$ cat src/rtl/c2f_req_buf.sv
// C2F request buffer: queues core-to-fabric requests, injects them into free ring
// slots, and filters ring responses against per-thread outstanding reads.
package c2f_req_buf_pkg;
  typedef enum logic [1:0] {
    RD     = 2'd0,
    WR     = 2'd1,
    RD_RSP = 2'd2,
    WR_RSP = 2'd3
  } t_opcode;
endpackage

module c2f_req_buf
  import c2f_req_buf_pkg::*;
#(
  parameter int DEPTH = 4,
  parameter int AW    = 32
) (
  input  logic          QClk,
  input  logic          RstQnnnH,
  input  logic          C2F_ReqValidQ500H,
  input  t_opcode       C2F_ReqOpcodeQ500H,
  input  logic [1:0]    C2F_ReqThreadIDQ500H,
  input  logic [AW-1:0] C2F_ReqAddressQ500H,
  input  logic [AW-1:0] C2F_ReqDataQ500H,
  output logic          C2F_RspStall,
  input  logic          RingSlotFreeQ501H,
  output logic          RingReqValidQ501H,
  output t_opcode       RingReqOpcodeQ501H,
  output logic [1:0]    RingReqThreadIDQ501H,
  output logic [AW-1:0] RingReqAddressQ501H,
  output logic [AW-1:0] RingReqDataQ501H,
  input  logic          RingRspValidQ501H,
  input  t_opcode       RingRspOpcodeQ501H,
  input  logic [1:0]    RingRspThreadIDQ501H,
  input  logic [AW-1:0] RingRspDataQ501H,
  output logic          C2F_RspValidQ502H,
  output t_opcode       C2F_RspOpcodeQ502H,
  output logic [1:0]    C2F_RspThreadIDQ502H,
  output logic [AW-1:0] C2F_RspDataQ502H,
  output logic [3:0]    OutstandingRd,
  output logic          SpuriousRspErr
);

  localparam int PW = $clog2(DEPTH);
  localparam logic [PW:0] DEPTH_C = (PW+1)'(DEPTH);

  logic [PW-1:0] rdPtr, wrPtr;
  logic [PW:0]   count;

  t_opcode       opMem   [DEPTH];
  logic [1:0]    tidMem  [DEPTH];
  logic [AW-1:0] addrMem [DEPTH];
  logic [AW-1:0] dataMem [DEPTH];

  logic fifoFull, notEmpty, pushEn, popEn;

  assign fifoFull = (count == DEPTH_C);
  assign notEmpty = (count != '0);
  // Inject is suppressed while reset is asserted so a mid-run reset emits no ring traffic.
  assign popEn    = notEmpty && RingSlotFreeQ501H && !RstQnnnH;
  // A push into a full FIFO is legal only when the head leaves on the same edge.
  assign pushEn   = C2F_ReqValidQ500H && (!fifoFull || popEn);

  assign C2F_RspStall      = fifoFull;
  assign RingReqValidQ501H = popEn;

  always_comb begin
    RingReqOpcodeQ501H   = RD;
    RingReqThreadIDQ501H = '0;
    RingReqAddressQ501H  = '0;
    RingReqDataQ501H     = '0;
    if (notEmpty) begin
      RingReqOpcodeQ501H   = opMem[rdPtr];
      RingReqThreadIDQ501H = tidMem[rdPtr];
      RingReqAddressQ501H  = addrMem[rdPtr];
      RingReqDataQ501H     = dataMem[rdPtr];
    end
  end

  always_ff @(posedge QClk) begin
    if (pushEn) begin
      opMem[wrPtr]   <= C2F_ReqOpcodeQ500H;
      tidMem[wrPtr]  <= C2F_ReqThreadIDQ500H;
      addrMem[wrPtr] <= C2F_ReqAddressQ500H;
      dataMem[wrPtr] <= C2F_ReqDataQ500H;
    end
  end

  logic [3:0] rdSet, rdClr;
  logic       rspAccept, rspSpurious, dupRd;

  always_comb begin
    rdSet       = '0;
    rdClr       = '0;
    rspAccept   = 1'b0;
    rspSpurious = 1'b0;
    if (pushEn && C2F_ReqOpcodeQ500H == RD)
      rdSet[C2F_ReqThreadIDQ500H] = 1'b1;
    if (RingRspValidQ501H) begin
      case (RingRspOpcodeQ501H)
        RD_RSP: begin
          if (OutstandingRd[RingRspThreadIDQ501H]) begin
            rdClr[RingRspThreadIDQ501H] = 1'b1;
            rspAccept = 1'b1;
          end else begin
            rspSpurious = 1'b1;
          end
        end
        WR_RSP:  rspAccept = 1'b1;
        default: ;
      endcase
    end
    // A new read from a thread whose old read retires this same edge is not a duplicate.
    dupRd = pushEn && (C2F_ReqOpcodeQ500H == RD) &&
            OutstandingRd[C2F_ReqThreadIDQ500H] && !rdClr[C2F_ReqThreadIDQ500H];
  end

  always_ff @(posedge QClk) begin
    if (RstQnnnH) begin
      rdPtr                <= '0;
      wrPtr                <= '0;
      count                <= '0;
      OutstandingRd        <= '0;
      SpuriousRspErr       <= 1'b0;
      C2F_RspValidQ502H    <= 1'b0;
      C2F_RspOpcodeQ502H   <= RD;
      C2F_RspThreadIDQ502H <= '0;
      C2F_RspDataQ502H     <= '0;
    end else begin
      if (pushEn) wrPtr <= wrPtr + 1'b1;
      if (popEn)  rdPtr <= rdPtr + 1'b1;
      case ({pushEn, popEn})
        2'b10:   count <= count + (PW+1)'(1);
        2'b01:   count <= count - (PW+1)'(1);
        default: ;
      endcase
      OutstandingRd <= (OutstandingRd & ~rdClr) | rdSet;
      if (rspSpurious || dupRd) SpuriousRspErr <= 1'b1;
      // Response stage boundary: Q501H ring response -> Q502H wrapper response.
      C2F_RspValidQ502H <= rspAccept;
      if (rspAccept) begin
        C2F_RspOpcodeQ502H   <= RingRspOpcodeQ501H;
        C2F_RspThreadIDQ502H <= RingRspThreadIDQ501H;
        C2F_RspDataQ502H     <= RingRspDataQ501H;
      end
    end
  end

endmodule

$ cat config.mk
export PLATFORM = sky130hd
export DESIGN_NAME = c2f_req_buf
export DESIGN_NICKNAME = d
export VERILOG_FILES = /design/src/rtl/c2f_req_buf.sv
export SDC_FILE = /design/constraint.sdc
export NUM_CORES = 1
export LEC_CHECK = 0
export CAP_MARGIN = 20
export CORE_MARGIN = 2
export CORE_UTILIZATION = 50
export DETAILED_ROUTE_END_ITERATION = 8
export PLACE_DENSITY_LB_ADDON = 0.08
export SLEW_MARGIN = 20
export SYNTH_ARGS = -nofsm -noshare
export SYNTH_HDL_FRONTEND = slang
export SYNTH_SLANG_ARGS = --single-unit
$ cat constraint.sdc
create_clock -name QClk -period 3.75 [get_ports QClk]
set_clock_uncertainty 0.1 [all_clocks]
set_input_delay 0.75 -clock QClk [delete_from_list [all_inputs] [get_ports QClk]]
set_output_delay 0.75 -clock QClk [all_outputs]
set_load 0.03 [all_outputs]
==> results of run 1 <==
## cell type report
cell class	instances	area (sq um)	area share (%)
diodes	1	2.50	0.0152
multi-input cells	310	3260	19.8
clock inverters	14	141	0.858
inverters	8	30.0	0.182
repair buffers	234	2430	14.7
flip-flops and latches	323	9200	55.8
clock buffers	47	1000	6.10
well taps	330	413	2.51
## cell usage in the layout (no fill, tap or decap), types with 3 or more instances in the layout
cell type / synthesis / layout
a21oi_1: 8 / 8
and2_4: 0 / 4
buf_12: 0 / 10
buf_4: 2 / 4
bufinv_16: 0 / 3
clkbuf_1: 22 / 7
clkbuf_16: 0 / 38
clkdlybuf4s50_1: 0 / 219
clkinv_1: 0 / 5
clkinv_2: 0 / 5
dfxtp_1: 51 / 49
edfxtp_1: 272 / 272
ha_1: 5 / 5
inv_1: 8 / 8
mux2i_1: 35 / 35
mux4_2: 69 / 69
nand2_1: 3 / 3
nand2b_1: 67 / 67
nand3_1: 4 / 4
nor2_1: 16 / 16
nor2b_1: 67 / 67
nor3_2: 1 / 3
o21ai_0: 3 / 3
xnor2_1: 5 / 5
## cells by family (layout without fill, tap and decap cells)
| group | after synthesis | count (layout) | share of synthesized area (%) |
|---|---|---|---|
| AOI/OAI and AO/OA | 18 | 18 | 0.978 |
| xor gates and xnor gates | 7 | 7 | 0.484 |
| adders and majority gates | 6 | 6 | 0.652 |
| buffers and inverters | 47 | 303 | 1.84 |
| DFF | 323 | 323 | 72.5 |
| muxes | 106 | 106 | 15.2 |
| other | 0 | 1 | 0 |
| and+or+nand+nor | 173 | 173 | 8.26 |
## flip-flops by register name, indices dropped and copies added, names as in the netlist, named ones only
| name | cells |
|---|---|
| C2F_RspDataQ502H | 32 |
| C2F_RspOpcodeQ502H | 2 |
| C2F_RspThreadIDQ502H | 2 |
| C2F_RspValidQ502H | 1 |
| OutstandingRd | 4 |
| SpuriousRspErr | 1 |
| addrMem | 128 |
| count | 3 |
| dataMem | 128 |
| opMem | 8 |
| rdPtr | 2 |
| tidMem | 8 |
| wrPtr | 2 |
## metal layers
metal / vias up / global-route usage (%)
met5: - / 0
met4: 0 / 5.87
met3: 33 / 5.51
met2: 205 / 32.3
met1: 3361 / 23.1
li1: 3069 / -
## power groups by stage
stage / Combinational, uW / Sequential [uW] / Clock, uW
2_1_floorplan: 1160 / 4280 / 0
3_5_place_dp: 2060 / 4260 / 0
6_report: 2030 / 4180 / 3360
4_1_cts: 2070 / 4180 / 3440
3_3_place_gp: 2050 / 4240 / 0
5_1_grt: 2160 / 4190 / 3590
## worst reg2reg max path, stage by stage, from the launching register on
cell and delay [ns]:
dfxtp_1 0.38, nor3b_1 0.44, a21oi_1 0.33, inv_1 0.12
ha_1 0.18, inv_1 0.06, fa_1 0.37, xor2_1 0.15
or3_1 0.31, a21oi_1 0.14
## worst max-delay path by stage
stage | endpoint | slack, ns | cells after the start
floorplan | addrMem[1][0]$_DFFE_PP_ | 0.25 | 3
global placement | RingReqValidQ501H | 0.55 | 4
detailed placement | RingReqValidQ501H | 0.55 | 4
CTS | RingReqAddressQ501H[2] | 0.19 | 4
global route | RingReqAddressQ501H[3] | 0.10 | 4
finish | RingReqAddressQ501H[3] | 0.28 | 4
## stage by stage
step / cells / hold slack, ns / setup slack [ns]
final: 1267 / 0.367 / 0.278
after global routing: 1267 / 0.395 / 0.101
after CTS: 1266 / 0.372 / 0.195
after detailed placement: 1205 / 0.365 / 0.551
after global placement: 1205 / 0.354 / 0.553
after floorplan: 680 / 0.367 / 0.255
==> metrics.md, run 1 <==
| Metric | Value |
|---|---|
| Outcome | completed |
| Synth async-reset ratio | 0% |
| Switching share of power | 25.9% |
| Hold path depth | 2 |
| Wire length on met3 | 1.85 mm |
| F_max | 0.288 GHz |
| Clock Pin Slew Worst Setup and Hold Paths | 0.06 ns |
| Initial core utilization | 50.6% |
| Synthesis-to-finish area growth | 30.1% |
| Highest Signal Layer | met4 |
| Combinational power share | 21.2% |
| Final Slew Violations | 0 |
| Min Tclk post-route | 3.47 ns |
| H-tree levels | 2 |
| Vias post-DR | 6668 |
| Leak Pwr | 0.00534 uW |
| Crit path max fanout | 23 |
| Endpoints failing hold | 0 |
| RSZ-0062 raised after global routing | false |
| Worst-Margin Slew | 0.664 ns |
| Synthesis Warnings | 0 |
| First-pass GRT wire length | 38.4 mm |
| Setup TNS | 0 ns |
| Post-synthesis sequential area ratio | 72.5% |
| Placed wire-length estimate | 15.2 mm |
| Vias in the first global route | 7175 |
| EDFF count, synth | 272 |
| Core Region | 25000 sq um |
| Met2 WL | 12.4 mm |
| WS Path Type | reg2out |
| Die Wd | 163 um |
| Design area | 16500 sq um |
| Max cap viols | 0 |
| Commonest register cell after synthesis | edfxtp_1 |
| PwrDens | 580 nW/um^2 |
| Final WL | 24.6 mm |
| CP top delay family | buffers and inverters |
| Synth top cells by count | edfxtp_1, mux4_2, nand2b_1, nor2b_1, dfxtp_1 |
| Maximum number of pins on one net before global-route repair | 84 |
| Slowest cell on the critical path | clkdlybuf4s50_1 |
| Slew headroom | 55.7% |
| Hold Crit Endpoint | C2F_RspDataQ502H[7]$_SDFFE_PP0P_ |
| Fillers | 1746 |
| CTS Buf Count | 34 |
| Reg2Reg Capture Point | count[2]$_SDFFE_PP0P_ |
| Initial DRC count | 364 |
| Final net count | 1026 |
| Setup bufs post-CTS | 0 |
| Drt pass-1 iters | 4 |
| Share of the synthesized area in the top cell type | 64.5% |
| Design Power | 9560 uW |
| Cells after Synth | 680 |
| Clk sinks | 323 |
| Routed Antenna Nets | 0 |
| Min-delay src | C2F_RspDataQ502H[7]$_SDFFE_PP0P_ |
| DRC viols | 0 |
| Hold Crit Class | reg2reg |
| Initial antenna violation count | 1 |
| Crit Reg-Reg Startpoint | count[2]$_SDFFE_PP0P_ |
| Worst vdd ir | 0.000350 V |
| Worst path max stage delay | 0.63 ns |
| DR WL/cell | 19.4 um |
| Fin crit share | 92.6% |
| CP required | 2.90 ns |
| DIE AREA | 26600 sq um |
| Gr ovfl total | 0 |
| Setup violators final | 0 |
| Clock latency on the worst-skew pair | 0.49 ns |
| Clock Path Buffers | 3 |
| Final Util | 65.8% |
| Placed inst area | 15300 sq um |
| Clock power frac | 35.1% |
| Synthesized flop and latch total | 323 |
| IO buf count | 220 |
| Cts repair resizes | 0 |
| Synthesized area | 12700 sq um |
| Sequential power share | 43.7% |
| Leading post-synthesis cells by cell area | edfxtp_1, mux4_2, dfxtp_1 |
| Total GRT Usage | 18.8% |
| Most frequent cell after synthesis | edfxtp_1 |
| GP Congestion | 0.749 |
| FP Rows | 58 |
| Worst setup SP type | register |
| CTS tree | done |
| Crit path buf inv count | 2 |
| Synth Net Count | 795 |
| Share of cells above drive strength 1 | 15.6% |
| Worst reg2reg setup slack | 1.11 ns |
| CTS root buffer | clkbuf_16 |
| Top Ports | 221 |
| Post-Syn Area per Cell | 18.6 sq um |
| P_int | 7090 uW |
| Worst path arrival time | 2.62 ns |
| Crit. End Element | primary output |
| Post-synth cell types | 39 |
| Post-synth top area cell | edfxtp_1 |
| Critical path cell sequence | buf_4 -> mux4_2 -> nor2b_1 -> clkdlybuf4s50_1 |
| DRT met1 WL | 9.83 mm |
| Hold-fix buffers at CTS | 0 |
| Net Sw Power | 2470 uW |
| Vias/cell | 5.26 |
| Reg2Reg Depth | 9 |
| Chip height | 163 um |
(Power assumes the default switching activity.)
==> run 2: changes to the inputs <==
Settings changed: CORE_MARGIN 2 to 1.5, GPL_TIMING_DRIVEN from default to 0.
==> run 2 against run 1 <==
Against the previous run:
- sequential power is essentially flat
- count of clock-buffer cells in the layout shrank 11
- combinational power hardly changed
- total power is 3.0% lower
- die area fell by 1.2%
- critical path type unchanged
- flip-flop and latch count is the same
==> metrics.md, run 2 (synthesized netlist as in run 1, its figures left out) <==
| Metric | Value |
|---|---|
| RSZ-0062 raised after global routing | false |
| Commonest non-fill, non-tap cells in the layout | edfxtp_1, clkdlybuf4s50_1, mux4_2, nand2b_1, nor2b_1 |
| Setup bufs post-CTS | 0 (unchanged) |
| PwrDens | 566 nW/um^2 (-2.5%) |
| Setup TNS | 0 ns (unchanged) |
| Setup violators final | 0 (unchanged) |
| Vias post-DR | 6793 (+1.9%) |
| DIE AREA | 26300 sq um (-1.2%) |
| WS Path Type | reg2out |
| DRC viols | 0 (unchanged) |
| Vias/cell | 5.27 (+0.14%) |
| Critical path cell sequence | buf_2 -> clkbuf_1 -> mux4_2 -> nor2b_1 -> clkdlybuf4s50_1 |
| Routed Antenna Nets | 0 (unchanged) |
| Leak Pwr | 0.00547 uW (+2.5%) |
| H-tree levels | 1 (-1) |
| Worst hold margin | 0.377 ns (+0.00943 ns) |
| Die Wd | 162 um (-0.61%) |
| Gr ovfl total | 0 (unchanged) |
| Final Slew Violations | 0 (unchanged) |
| Outcome | completed |
| Crit path max fanout | 10 (-57%) |
| Crit Reg-Reg Startpoint | count[2]$_SDFFE_PP0P_ |
| Total GRT Usage | 19.7% (+0.87 points) |
| Hold-fix buffers at CTS | 0 (unchanged) |
| Share of cells above drive strength 1 | 15.2% (-0.37 points) |
| Final net count | 1050 (+2.3%) |
| F_max | 0.277 GHz (-3.7%) |
| Crit. End Element | primary output |
| Initial antenna violation count | 0 (-1) |
| Maximum number of pins on one net before global-route repair | 38 (-55%) |
| Slew headroom | 53.9% (-1.7 points) |
| Placed wire-length estimate | 16.4 mm (+8.2%) |
| Synthesis-to-finish area growth | 29.5% |
| Hold Crit Class | reg2reg |
| Net Sw Power | 2450 uW (-1.1%) |
| CP top delay family | buffers and inverters |
| Slowest cell on the critical path | clkdlybuf4s50_1 |
| Min Tclk post-route | 3.60 ns (+0.133 ns) |
| Most common cell after layout, fill and taps aside | edfxtp_1 |
| Endpoints failing hold | 0 (unchanged) |
| Fillers | 1814 (+3.9%) |
| Crit path buf inv count | 3 (+1) |
| Chip height | 162 um (-0.61%) |
| GP Congestion | 0.743 (-0.77%) |
| Drt pass-1 iters | 4 (unchanged) |
| Clock Pin Slew Worst Setup and Hold Paths | 0.06 ns (about the same) |
| CTS root buffer | clkbuf_16 |
| Clock Path Buffers | 3 (unchanged) |
| Max cap viols | 0 (unchanged) |
| Top Ports | 221 (unchanged) |
| Biggest regs | addrMem x128, dataMem x128, C2F_RspDataQ502H x32 |
| Initial DRC count | 317 (-13%) |
| Antenna diode count | 0 (-1) |
| Clk sinks | 323 (unchanged) |
| CTS Buf Count | 31 (-8.8%) |
| Worst-Margin Slew | 0.691 ns (+0.0272 ns) |
| Worst path arrival time | 2.75 ns (+0.13 ns) |
| Multi-input logic area | 3270 sq um (about the same) |
| FP Rows | 58 (unchanged) |
| Worst setup SP type | register |
| Combinational power share | 21.7% (+0.5 points) |
| Clock power frac | 33.3% (-1.8 points) |
| Final WL | 25.3 mm (+3.0%) |
| Cts repair resizes | 15 (+15) |
| CP required | 2.90 ns (about the same) |
| Core Region | 25000 sq um (unchanged) |
| Final Util | 65.5% (-0.31 points) |
| Clock latency on the worst-skew pair | 0.54 ns (+0.05 ns) |
| Min-delay src | C2F_RspDataQ502H[29]$_SDFFE_PP0P_ |
| DR WL/cell | 19.6 um (+1.2%) |
| Initial core utilization | 50.6% (unchanged) |
| Vias in the first global route | 7404 (+3.2%) |
| Worst vdd ir | 0.000320 V (-8.6%) |
| Worst path max stage delay | 0.69 ns (+0.06 ns) |
| IO buf count | 218 (-0.91%) |
| P_int | 6840 uW (-3.6%) |
| Fin crit share | 96.1% (+3.5 points) |
| Switching share of power | 26.4% (+0.49 points) |
| Sequential power share | 45.0% (+1.3 points) |
| First-pass GRT wire length | 39.8 mm (+3.6%) |
| Register area | 9190 sq um (about the same) |
| CTS tree | done |
[run 2: power groups by stage]
stage,clock [uW],sequential (uW),combinational (uW)
2_1_floorplan,0,4280,1160
3_3_place_gp,0,4260,2010
3_5_place_dp,0,4250,2070
4_1_cts,3160,4180,2050
5_1_grt,3300,4190,2150
6_report,3090,4180,2010
[run 2: tightest hold or removal path, stage by stage (launching register included)]
cell and delay [ns]:
dfxtp_1 0.31, nand2b_1 0.06, mux2i_1 0.06
[run 2: metal layers]
metal / vias up / track usage (%) / part of all wire, %
met5: - / 0 / 0
met4: 0 / 5.00 / 1.6
met3: 26 / 5.23 / 7.1
met2: 203 / 33.9 / 51
met1: 3447 / 24.9 / 41
li1: 3117 / - / -
[run 2: cell type report]
type                       instances  area share (%)
clock buffer                      36            4.84
tap                              330            2.52
clock inverter                    21            1.37
inverter                           8           0.183
timing repair buffer             223            13.9
multi-input combinational        310            19.9
buffer                            38            1.27
sequential                       323            56.0
[run 2: final timing paths]
check                                 endpoint  slack (ns)  cells after the start
min          C2F_RspDataQ502H[29]$_SDFFE_PP0P_        0.38                      2
max reg2reg              count[2]$_SDFFE_PP0P_        1.02                      9
max                        RingReqDataQ501H[7]        0.15                      5
min reg2reg  C2F_RspDataQ502H[29]$_SDFFE_PP0P_        0.38                      2
[run 2: stage by stage]
stage / area [sq um] / total power, uW / std cells / worst slack, ns
after floorplan: 12700 / 5440 / 680 / 0.255
after global placement: 15300 / 6270 / 1228 / -1.63
after detailed placement: 15400 / 6320 / 1233 / 0.357
after CTS: 16400 / 9390 / 1289 / 0.00121
after global routing: 16400 / 9640 / 1289 / 0.0158
final: 16400 / 9280 / 1289 / 0.145
==> run 3: changes to the inputs <==
Settings changed: SETUP_SLACK_MARGIN from default to 0.05.
==> run 3 against run 2 <==
Against the previous run:
- utilization down 0.095 points
- sequential power about the same
- routed wire length about the same
- non-clock buffer count up 1
- die area unchanged
- first-iteration DRC count down 0.32%
- critical path depth unchanged
- via count about the same
- final cell count about the same
- sequential share of layout area up 0.081 points
- clock power about the same
- critical endpoint unchanged
- largest cell class unchanged
==> metrics.md, run 3 (synthesized netlist as in run 1, its figures left out) <==
| Metric | Value |
|---|---|
| Final Slew Violations | 0 (unchanged) |
| Initial core utilization | 50.6% (unchanged) |
| Worst hold margin | 0.377 ns (unchanged) |
| Commonest non-fill, non-tap cells in the layout | edfxtp_1, clkdlybuf4s50_1, mux4_2, nand2b_1, nor2b_1 |
| IO buf count | 218 (unchanged) |
| Placed wire-length estimate | 16.4 mm (unchanged) |
| First-pass GRT wire length | 39.8 mm (about the same) |
| GP Congestion | 0.743 (unchanged) |
| Chip height | 162 um (unchanged) |
| Share of cells above drive strength 1 | 15.5% (+0.30 points) |
| Routing usage on met2 | 34.0% (+0.12 points) |
| Gr ovfl total | 0 (unchanged) |
| F_max | 0.282 GHz (+1.6%) |
| PwrDens | 566 nW/um^2 (about the same) |
| Placed inst area | 15400 sq um (unchanged) |
| Maximum number of pins on one net before global-route repair | 38 (unchanged) |
| M3 GR Usage | 5.26% (+0.026 points) |
| Worst reg2reg setup slack | 1.01 ns (about the same) |
| DIE AREA | 26300 sq um (unchanged) |
| Dpl ws | 0.357 ns (unchanged) |
| Max cap viols | 0 (unchanged) |
| Vias post-DR | 6790 (-0.044%) |
| Fin crit share | 94.6% (-1.5 points) |
| CTS tree | done |
| Hold-fix buffers at CTS | 0 (unchanged) |
| Worst-Margin Slew | 0.611 ns (-0.0801 ns) |
| Clock latency on the worst-skew pair | 0.54 ns (about the same) |
| RSZ-0062 raised after global routing | true |
| Fillers | 1825 (+0.61%) |
| Routed Antenna Nets | 0 (unchanged) |
| Leak Pwr | 0.00540 uW (-1.2%) |
| Worst setup SP type | register |
| Clock Path Buffers | 3 (unchanged) |
| Die Wd | 162 um (unchanged) |
| Initial DRC count | 316 (-0.32%) |
| Worst Slack Setup Final | 0.203 ns (+0.0577 ns) |
| Top Ports | 221 (unchanged) |
| Setup violators final | 0 (unchanged) |
| WS Path Type | reg2out |
| Min Tclk post-route | 3.55 ns (-0.0577 ns) |
| Endpoints failing hold | 0 (unchanged) |
| Hold Crit Class | reg2reg |
| Global routing's busiest layer | met2 |
| Final WL | 25.3 mm (about the same) |
| Crit. End Element | primary output |
| Design area | 16400 sq um (-0.14%) |
| H-tree levels | 1 (unchanged) |
| Vias in the first global route | 7405 (+0.014%) |
| Clk sinks | 323 (unchanged) |
| Worst vdd ir | 0.000321 V (+0.31%) |
| CTS Buf Count | 31 (unchanged) |
| Core Region | 25000 sq um (unchanged) |
| Outcome | completed |
| Final net count | 1051 (+0.095%) |
| CP required | 2.90 ns (about the same) |
| Biggest regs | addrMem x128, dataMem x128, C2F_RspDataQ502H x32 |
| Setup bufs post-CTS | 0 (unchanged) |
| Synthesis-to-finish area growth | 29.3% |
| Slew headroom | 59.2% (+5.3 points) |
| DR WL/cell | 19.6 um (about the same) |
| Antenna diode count | 0 (unchanged) |
| Initial antenna violation count | 0 (unchanged) |
| FP Rows | 58 (unchanged) |
| Setup TNS | 0 ns (unchanged) |
| Drt pass-1 iters | 4 (unchanged) |
| Clock Pin Slew Worst Setup and Hold Paths | 0.06 ns (about the same) |
| Most common cell after layout, fill and taps aside | edfxtp_1 |
| Total GRT Usage | 19.7% (about the same) |
| Vias/cell | 5.26 (-0.12%) |
| Worst path arrival time | 2.70 ns (-0.05 ns) |
| Design Power | 9270 uW (-0.16%) |
| CTS root buffer | clkbuf_16 |
| DRC viols | 0 (unchanged) |
| Crit path max fanout | 10 (unchanged) |
| GRT met1 Usage | 24.8% (-0.11 points) |
run 3: cell types whose count changed in the layout (fill, tap and decap cells not counted), sizes merged:
cell | previous run | this run
clkdlybuf4s50 | 199 | 198
dlygate4sd2 | 12 | 20
dlymetal6s2s | 7 | 0
clkbuf | 57 | 58
run 3: metal layers:
| layer | routed length (um) | share of wire [%] | vias up |
|---|---|---|---|
| met5 | 0 | 0 | - |
| met1 | 10200 | 40 | 3435 |
| met2 | 12800 | 51 | 209 |
| li1 | - | - | 3119 |
| met3 | 1850 | 7.3 | 27 |
| met4 | 409 | 1.6 | 0 |
run 3: timing repair:
action / 4_1_cts / 5_1_grt
endpoints found under the hold margin: 0 / 0
resized for setup: 24 / 6
setup endpoints to repair: 40 / 11
run 3: through the flow:
step	utilization [%]	cells
after floorplan	-	680
after global placement	61.0	1228
after detailed placement	61.4	1233
after CTS	65.4	1290
after global routing	65.4	1290
final	65.4	1290
run 3: final cells by class:
| class | instances | area (sq um) | area share (%) |
|---|---|---|---|
| flip-flops and latches | 323 | 9190 | 56.1 |
| multi-input cells | 310 | 3270 | 19.9 |
| repair buffers | 223 | 2250 | 13.7 |
| clock buffers | 36 | 795 | 4.85 |
| well taps | 330 | 413 | 2.52 |
| clock inverters | 21 | 225 | 1.38 |
| plain buffers | 39 | 211 | 1.29 |
| inverters | 8 | 30.0 | 0.183 |
run 3: report_power, final:
group | total (uW) | switching, uW | internal (uW)
Combinational | 2000 | 1140 | 854
Clock | 3090 | 1240 | 1850
Sequential | 4180 | 61.7 | 4120
Total | 9270 | 2450 | 6820
run 3: worst paths after layout:
kind	depth (start not counted)	start	end
max	5	register	RingReqDataQ501H[7]
min	2	C2F_RspDataQ502H[29]$_SDFFE_PP0P_	C2F_RspDataQ502H[29]$_SDFFE_PP0P_
max reg2reg	9	count[2]$_SDFFE_PP0P_	count[2]$_SDFFE_PP0P_
min reg2reg	2	C2F_RspDataQ502H[29]$_SDFFE_PP0P_	C2F_RspDataQ502H[29]$_SDFFE_PP0P_
run 3: critical path, cell delays in order, from the launching register on:
cell and delay, ns:
dfxtp_1 0.31, buf_2 0.16, buf_2 0.36, mux4_2 0.56, nor2b_1 0.15, clkdlybuf4s50_1 0.61
